<file path="config.mk">
export PLATFORM = sky130hd
export DESIGN_NAME = odd_parity_serial_tx
export DESIGN_NICKNAME = d
export VERILOG_FILES = /design/src/rtl/odd_parity_serial_tx.sv
export SDC_FILE = /design/constraint.sdc
export NUM_CORES = 1
export LEC_CHECK = 0
export BUFFER_PORTS_ARGS = -buffer_cell sky130_fd_sc_hd__buf_2
export CAP_MARGIN = 20
export CORE_UTILIZATION = 54
export DETAILED_ROUTE_END_ITERATION = 6
export HOLD_SLACK_MARGIN = 0.15
export PLACE_DENSITY = 0.85
export SETUP_SLACK_MARGIN = 0.4
export SLEW_MARGIN = 40
export SYNTH_ARGS = -nofsm -noshare
export SYNTH_HDL_FRONTEND = slang
export SYNTH_SLANG_ARGS = --single-unit
</file>
<file path="constraint.sdc">
create_clock -name clk -period 2.1 [get_ports clk]
set_input_delay 0.105 -clock clk [delete_from_list [all_inputs] [get_ports clk]]
set_output_delay 0.105 -clock clk [all_outputs]
set_load 0.01 [all_outputs]
</file>
<file path="src/rtl/odd_parity_serial_tx.sv">
// Serial transmitter: start bit, DATA_W data bits LSB first, odd parity, stop.
// Define ODD_PARITY_TX_ERR_INJECT_EN to add inject_err, which flips one frame's parity.
module odd_parity_serial_tx #(
    parameter int DATA_W       = 4,
    parameter int CLKS_PER_BIT = 4
) (
    input  logic              clk,
    input  logic              rst,
    input  logic [DATA_W-1:0] data_in,
`ifdef ODD_PARITY_TX_ERR_INJECT_EN
    input  logic              inject_err,
`endif
    input  logic              valid,
    output logic              ready,
    output logic              tx,
    output logic              busy,
    output logic              done
);

    localparam int BW = $clog2(CLKS_PER_BIT + 1);
    localparam int CW = $clog2(DATA_W + 1);
    localparam logic [BW-1:0] BAUD_LAST = BW'(CLKS_PER_BIT - 1);
    localparam logic [CW-1:0] BIT_LAST  = CW'(DATA_W - 1);

    typedef enum logic [2:0] {
        IDLE,
        START,
        DATA,
        PARITY,
        STOP
    } state_t;

    state_t            state, state_n;
    logic [BW-1:0]     baud, baud_n;
    logic [CW-1:0]     bit_cnt, bit_n;
    logic [DATA_W-1:0] shift, shift_n;
    logic              par, par_n;
    logic              tx_n, busy_n, done_n;
    logic              accept, bit_end, par_calc;

    assign ready   = (state == IDLE) && !rst;
    assign accept  = valid && ready;
    assign bit_end = (baud == BAUD_LAST);

`ifdef ODD_PARITY_TX_ERR_INJECT_EN
    assign par_calc = ~^data_in ^ inject_err;
`else
    assign par_calc = ~^data_in;
`endif

    always_comb begin
        state_n = state;
        baud_n  = baud;
        bit_n   = bit_cnt;
        shift_n = shift;
        par_n   = par;
        done_n  = 1'b0;
        unique case (state)
            IDLE: begin
                if (accept) begin
                    state_n = START;
                    shift_n = data_in;
                    par_n   = par_calc;
                    baud_n  = '0;
                    bit_n   = '0;
                end
            end
            START: begin
                baud_n = bit_end ? '0 : baud + 1'b1;
                if (bit_end) state_n = DATA;
            end
            DATA: begin
                baud_n = bit_end ? '0 : baud + 1'b1;
                if (bit_end) begin
                    shift_n = shift >> 1;
                    if (bit_cnt == BIT_LAST) begin
                        state_n = PARITY;
                        bit_n   = '0;
                    end else begin
                        bit_n = bit_cnt + 1'b1;
                    end
                end
            end
            PARITY: begin
                baud_n = bit_end ? '0 : baud + 1'b1;
                if (bit_end) state_n = STOP;
            end
            STOP: begin
                baud_n = bit_end ? '0 : baud + 1'b1;
                if (bit_end) begin
                    state_n = IDLE;
                    done_n  = 1'b1;
                end
            end
            default: state_n = IDLE;
        endcase

        // tx is registered, so it is derived from where the FSM is heading
        tx_n = 1'b1;
        unique case (state_n)
            START:   tx_n = 1'b0;
            DATA:    tx_n = shift_n[0];
            PARITY:  tx_n = par_n;
            default: tx_n = 1'b1;
        endcase
        busy_n = (state_n != IDLE);
    end

    always_ff @(posedge clk) begin
        if (rst) begin
            state   <= IDLE;
            baud    <= '0;
            bit_cnt <= '0;
            shift   <= '0;
            par     <= 1'b0;
            tx      <= 1'b1;
            busy    <= 1'b0;
            done    <= 1'b0;
        end else begin
            state   <= state_n;
            baud    <= baud_n;
            bit_cnt <= bit_n;
            shift   <= shift_n;
            par     <= par_n;
            tx      <= tx_n;
            busy    <= busy_n;
            done    <= done_n;
        end
    end

endmodule

</file>
-- After elaboration in Yosys (flattened, before gate mapping)
Index checks and enable logic that the tools add are counted.
- bitwise gates (word level): 1
- add/sub/neg operators: 2
- mux-type cells: 20
- reductions and logical operators: 12
- equality and inequality tests: 11
- operator list (kind ; count):
    3-bit 2-to-1 mux ; 10
    3-bit by 2-bit equality test with 1-bit output, second input constant ; 6
    3-bit case mux with 5 select lines ; 1
    3-bit case mux with 2 select lines ; 2
    4-bit 2-to-1 mux ; 2
    4-bit case mux with 2 select lines ; 1
    3-bit by 1-bit adder with 3-bit output, second input constant ; 2
    3-bit by 1-bit equality test with 1-bit output, second input constant ; 2
    2-bit inequality test, second input constant ; 2
    2-bit nonzero test ; 2
    4-bit OR reduction ; 1
    4-bit XNOR reduction ; 1
    3-bit equality test, second input constant ; 1
    3-bit zero test ; 1
    1-bit 2-to-1 mux ; 3
    1-bit case mux with 3 select lines ; 1
    3-bit AND reduction ; 1
    3-bit nonzero test ; 1
    1-bit logical AND ; 2
    2-bit AND reduction ; 1
    2-bit OR reduction ; 1
    1-bit zero test ; 1
    1-bit NOT ; 1
- output and inout port bits: 4
- register bits: 17

-- Logic depth before layout (Yosys ltp)
- depth after elaboration: 7
- depth in mapped cells: 7
- mapped depth without buffers: 6

-- Worst setup path after synthesis
No wires, ideal clock.
- kind: flip-flop to flip-flop
- from: reg baud[0]
- to: reg tx
- arrival: 1452 ps
- buffers on the path: 0
- required time: 1975 ps
- period minus slack after synthesis: 1577 ps
- setup slack: 523 ps
- stages on the path, launching flop included: 7
- cells stage by stage: dfxtp_1 ha_1 nor2b_1 a22oi_2 nand2_1 nand2_2 o41a_1
- word-level cells in the longest chain between the ends: 5
- elaborated cells between the ends (all ways): 12
- ends and longest elaborated chain (what ; RTL line ; RTL):
    from (decl) ; 34 ; logic [BW-1:0] baud, baud_n;
    from (signal assigned) ; 121 ; baud <= baud_n;
    3-bit by 2-bit equality test with 1-bit output (*) ; 43 ; assign bit_end = (baud == BAUD_LAST);
    3-bit 2-to-1 mux (on tied branches) ; n/a ;
    3-bit case mux with 5 select lines ; 58 ; unique case (state)
    3-bit by 2-bit equality test with 1-bit output or 3-bit by 1-bit equality test with 1-bit output (tied branches) ; 100 ; unique case (state_n)
    1-bit case mux with 3 select lines (*) ; 100 ;
    to (signal assigned) ; 125 ; tx <= tx_n;
    to (decl) ; 15 ; output logic tx,
Every way passes the cells marked *; elsewhere a longest branch is shown, timed or not. The select of a mux whose other input is x is not followed.
A chain may end at the register's enable or synchronous reset.

-- Final worst setup path
Same ends and word-level chain as after synthesis.

==> impl_results.md <==
- Fillers: 108
- Total leakage power: about 0.00038 µW
- First-pass GRT wire length: about 2200 µm
- Combinational share of power: 13.0%
- Overall power: just under 600 µW
- Num rows: 13
- Post-Synth Simple-Gate Area: a little over a quarter
- H-tree levels: 1
- Crit path max fanout: 7
- I/O Pins: 11
- Vias in the first global route: approximately 530
- Tcrit/Tclk final: approximately three quarters
- Overall routing resource usage: a little over a fifth
- Layout Nets: 113
- Detail Route Antenna Nets: 0
- Layout cells sized above 1: approximately 22%
- Max VDD drop: between 0.4 and 0.5 mV
- Slew headroom: 72.8%
- Core area: between 0.001 and 0.0015 mm²
- TritonCTS Buffers: 3
- Net load switching power: between 100 and 150 µW
- Non-filler cells, final: about 120
- Status: finished clean
- Initial Util: between 60 and 70%
- Adder-Cell Fraction of Synth Area: 3.01%
- Worst EP required: between 2 and 2.5 ns
- CP top delay family: compound AO/OA/AOI/OAI gates
- Leading cell type in the layout, fill and taps excluded: dfxtp_1
- Worst Tran Pin Value: just over 0.4 ns
- I/O Buffers: 10
- PD cells: 628 mW/mm²
- Hold slack: between 0.15 and 0.2 ns
- TritonCTS clock tree: built
- Antenna Cells: 0
- Clock-pin slew on the worst setup and hold paths: 0.09 ns
- CP max-delay cell: dfxtp_1
- Post-synthesis xor/xnor area fraction: under 10%
- Syn_nets: 99
- Sequential share of the synthesized area: roughly two fifths
- Critical path class: flop to flop
- Hpwl dp: 994 µm
- Synth Register Bits: 17
- MaxCap Viol Count: 0
- Area Growth Syn to Fin: 13.3%
- Iteration count of the initial detailed-routing pass: 4
- Sequential Power Share: roughly 58%
- RSZ-0062 raised after global routing: false
- Clock root buffer: clkbuf_4
- Area of the multi-input gates: 463 µm²
- Fmax: approximately 630 MHz
- Final setup violation count: 0
- Fin crit period: ~1.6 ns
- Compound-Gate Fraction of Synth Area: between 10% and 20%
- Avg Inst Size Synth: about 9.2 µm²
- Global route total overflow: 0
- Post-DR wirelength/cell: 13.1 µm
- Clk_skew: roughly 0.0011 ns
- Proportion of power drawn by the clock network: 29.2%
- CP cell instances: ha_1 > nor2b_4 > a2bb2oi_1 > nand2_1 > o41a_1
- Mux contribution to synthesized area: approximately 1.2%
- Antenna violations before repair: 0
- Number of library cell types mapped by synthesis: 35
- Sum of negative setup slack: 0 ns
- Mapped Area: slightly above 800 µm²
- Clock sinks: 17
- Switching Share: 25.1%
- Cells after Synth: 90
- Pint: about 440 µW
- Slew Limit Fails: 0
- Total Die Area: 0.00170 mm²
- Die height: ~40 µm
- Largest stage delay on the critical path: 0.36 ns
- Synthesis Warnings: 0
- Maximum clock path buffer count: 2
- Clk Latency, worst-skew pair: approximately 0.28 ns
- Post-Place Setup Slack: roughly 0.32 ns
- Critical path startpoint category: flop
- Vias post-DR: about 680
- Placed insts: about 110
- DRT iter0 DRCs: 11
- Register Area: around 340 µm²
- Detailed-route wire length: 1550 µm
- DRC: 0
- Commonest cells after routing, fill and taps aside: dfxtp_1 (16), nor2_1 (10), buf_2 (10)
- Bufs and invs on worst path: 0
- Min-delay worst type: input port to flop
- Largest net degree at the start of global routing: 19
- Vias/cell: around 5.7
- Main combinational cell family by area after synthesis: simple AND/OR/NAND/NOR gates
- Crit path capture type: flop
- Critical Path AT: about 1.8 ns
- Die X: between 40 and 50 µm
- Setup WS post-layout: 0.508 ns
- RePlAce Congestion: around 0.77
- Final Hold Vio Count: 0
[worst paths after layout]
kind / from / end / slack [ns] / depth (start not counted)
hold reg to reg: shift[2]$_SDFFE_PP0P_ / shift[2]$_SDFFE_PP0P_ / 0.48 / 2
setup reg to reg: baud[0]$_SDFFE_PP0P_ / tx$_SDFF_PP1_ / 0.51 / 5
setup / recovery: baud[0]$_SDFFE_PP0P_ / tx$_SDFF_PP1_ / 0.51 / 5
hold / removal: rst / baud[0]$_SDFFE_PP0P_ / 0.19 / 2
[per-layer routing]
metal	wire length [µm]	GRT usage (%)	vias to the layer above
met2	676	28.5	13
met4	21	9.68	0
met3	49	6.52	4
li1	-	-	341
met1	799	29.3	318
met5	0	0	-
[synthesized netlist by cell type, drive strengths merged]
master   count  area [µm²]
nor4         1        6.26
nand2        7        28.8
nor2b        3        18.8
clkbuf       2        8.75
a221oi       1        8.76
o21ai        3        15.0
or2          1        6.26
nor3         3        20.0
dfxtp       17         340
and3         1        6.26
nor3b        2        26.3
xnor2        5        43.8
a21oi        8        40.0
nand2b       4        25.0
and2         2        12.5
nand4b       1        8.76
nor2        10        37.5
buf          3        23.8
or3b         1        8.76
o41a         1        11.3
inv          1        3.75
nand3b       2        15.0
ha           2        25.0
a22oi        7        71.3
a2bb2oi      1        8.76
mux2i        1        10.0
[worst register-to-register path: stages (launching register included)]
cell and delay (ns):
dfxtp_1 0.36, ha_1 0.21, nor2b_4 0.23, a2bb2oi_1 0.23, nand2_1 0.08, o41a_1 0.36
[registers in the layout, indices dropped and copies added (netlist names)]
register and cells:
bit_cnt 3, baud 3, state 3, shift 4, busy 1, tx 1, done 1, par 1
[timing repair]
| item | in CTS | in global routing |
|---|---|---|
| hold buffers | 3 | 0 |
| hold endpoints to repair | 3 | 0 |
| cloned | 0 | 0 |
| gates resized for setup | 1 | 3 |
| setup buffers | 0 | 0 |
| endpoints found under the setup margin | 1 | 1 |
[power by group through the flow]
stage | combinational (µW) | clock, µW | sequential (µW)
finish | 76.9 | 172 | 341
global route | 85.2 | 191 | 343
CTS | 75.2 | 178 | 341
detailed placement | 70.5 | 0 | 349
global placement | 68.8 | 0 | 349
floorplan | 52.9 | 0 | 349
[logic make-up after synthesis]
logic type | count (synthesis)
buffers and inverters | 6
xor gates and xnor gates | 5
and+or+nand+nor | 38
muxes | 1
DFF | 17
AOI/OAI and AO/OA | 21
adders and majority gates | 2
[cell type report]
| class | count | area share (%) |
|---|---|---|
| flip-flops and latches | 17 | 36.3 |
| multi-input cells | 67 | 49.2 |
| inverters | 1 | 0.399 |
| well taps | 15 | 1.99 |
| clock buffers | 4 | 2.79 |
| repair buffers | 14 | 9.31 |
[through the flow]
stage,instance area (µm²),utilization (%)
global route,941,68.9
CTS,933,68.3
global placement,875,64.0
finish,941,68.9
floorplan,831,-
detailed placement,875,64.0
No activity file was read; power rests on OpenSTA's default activity.
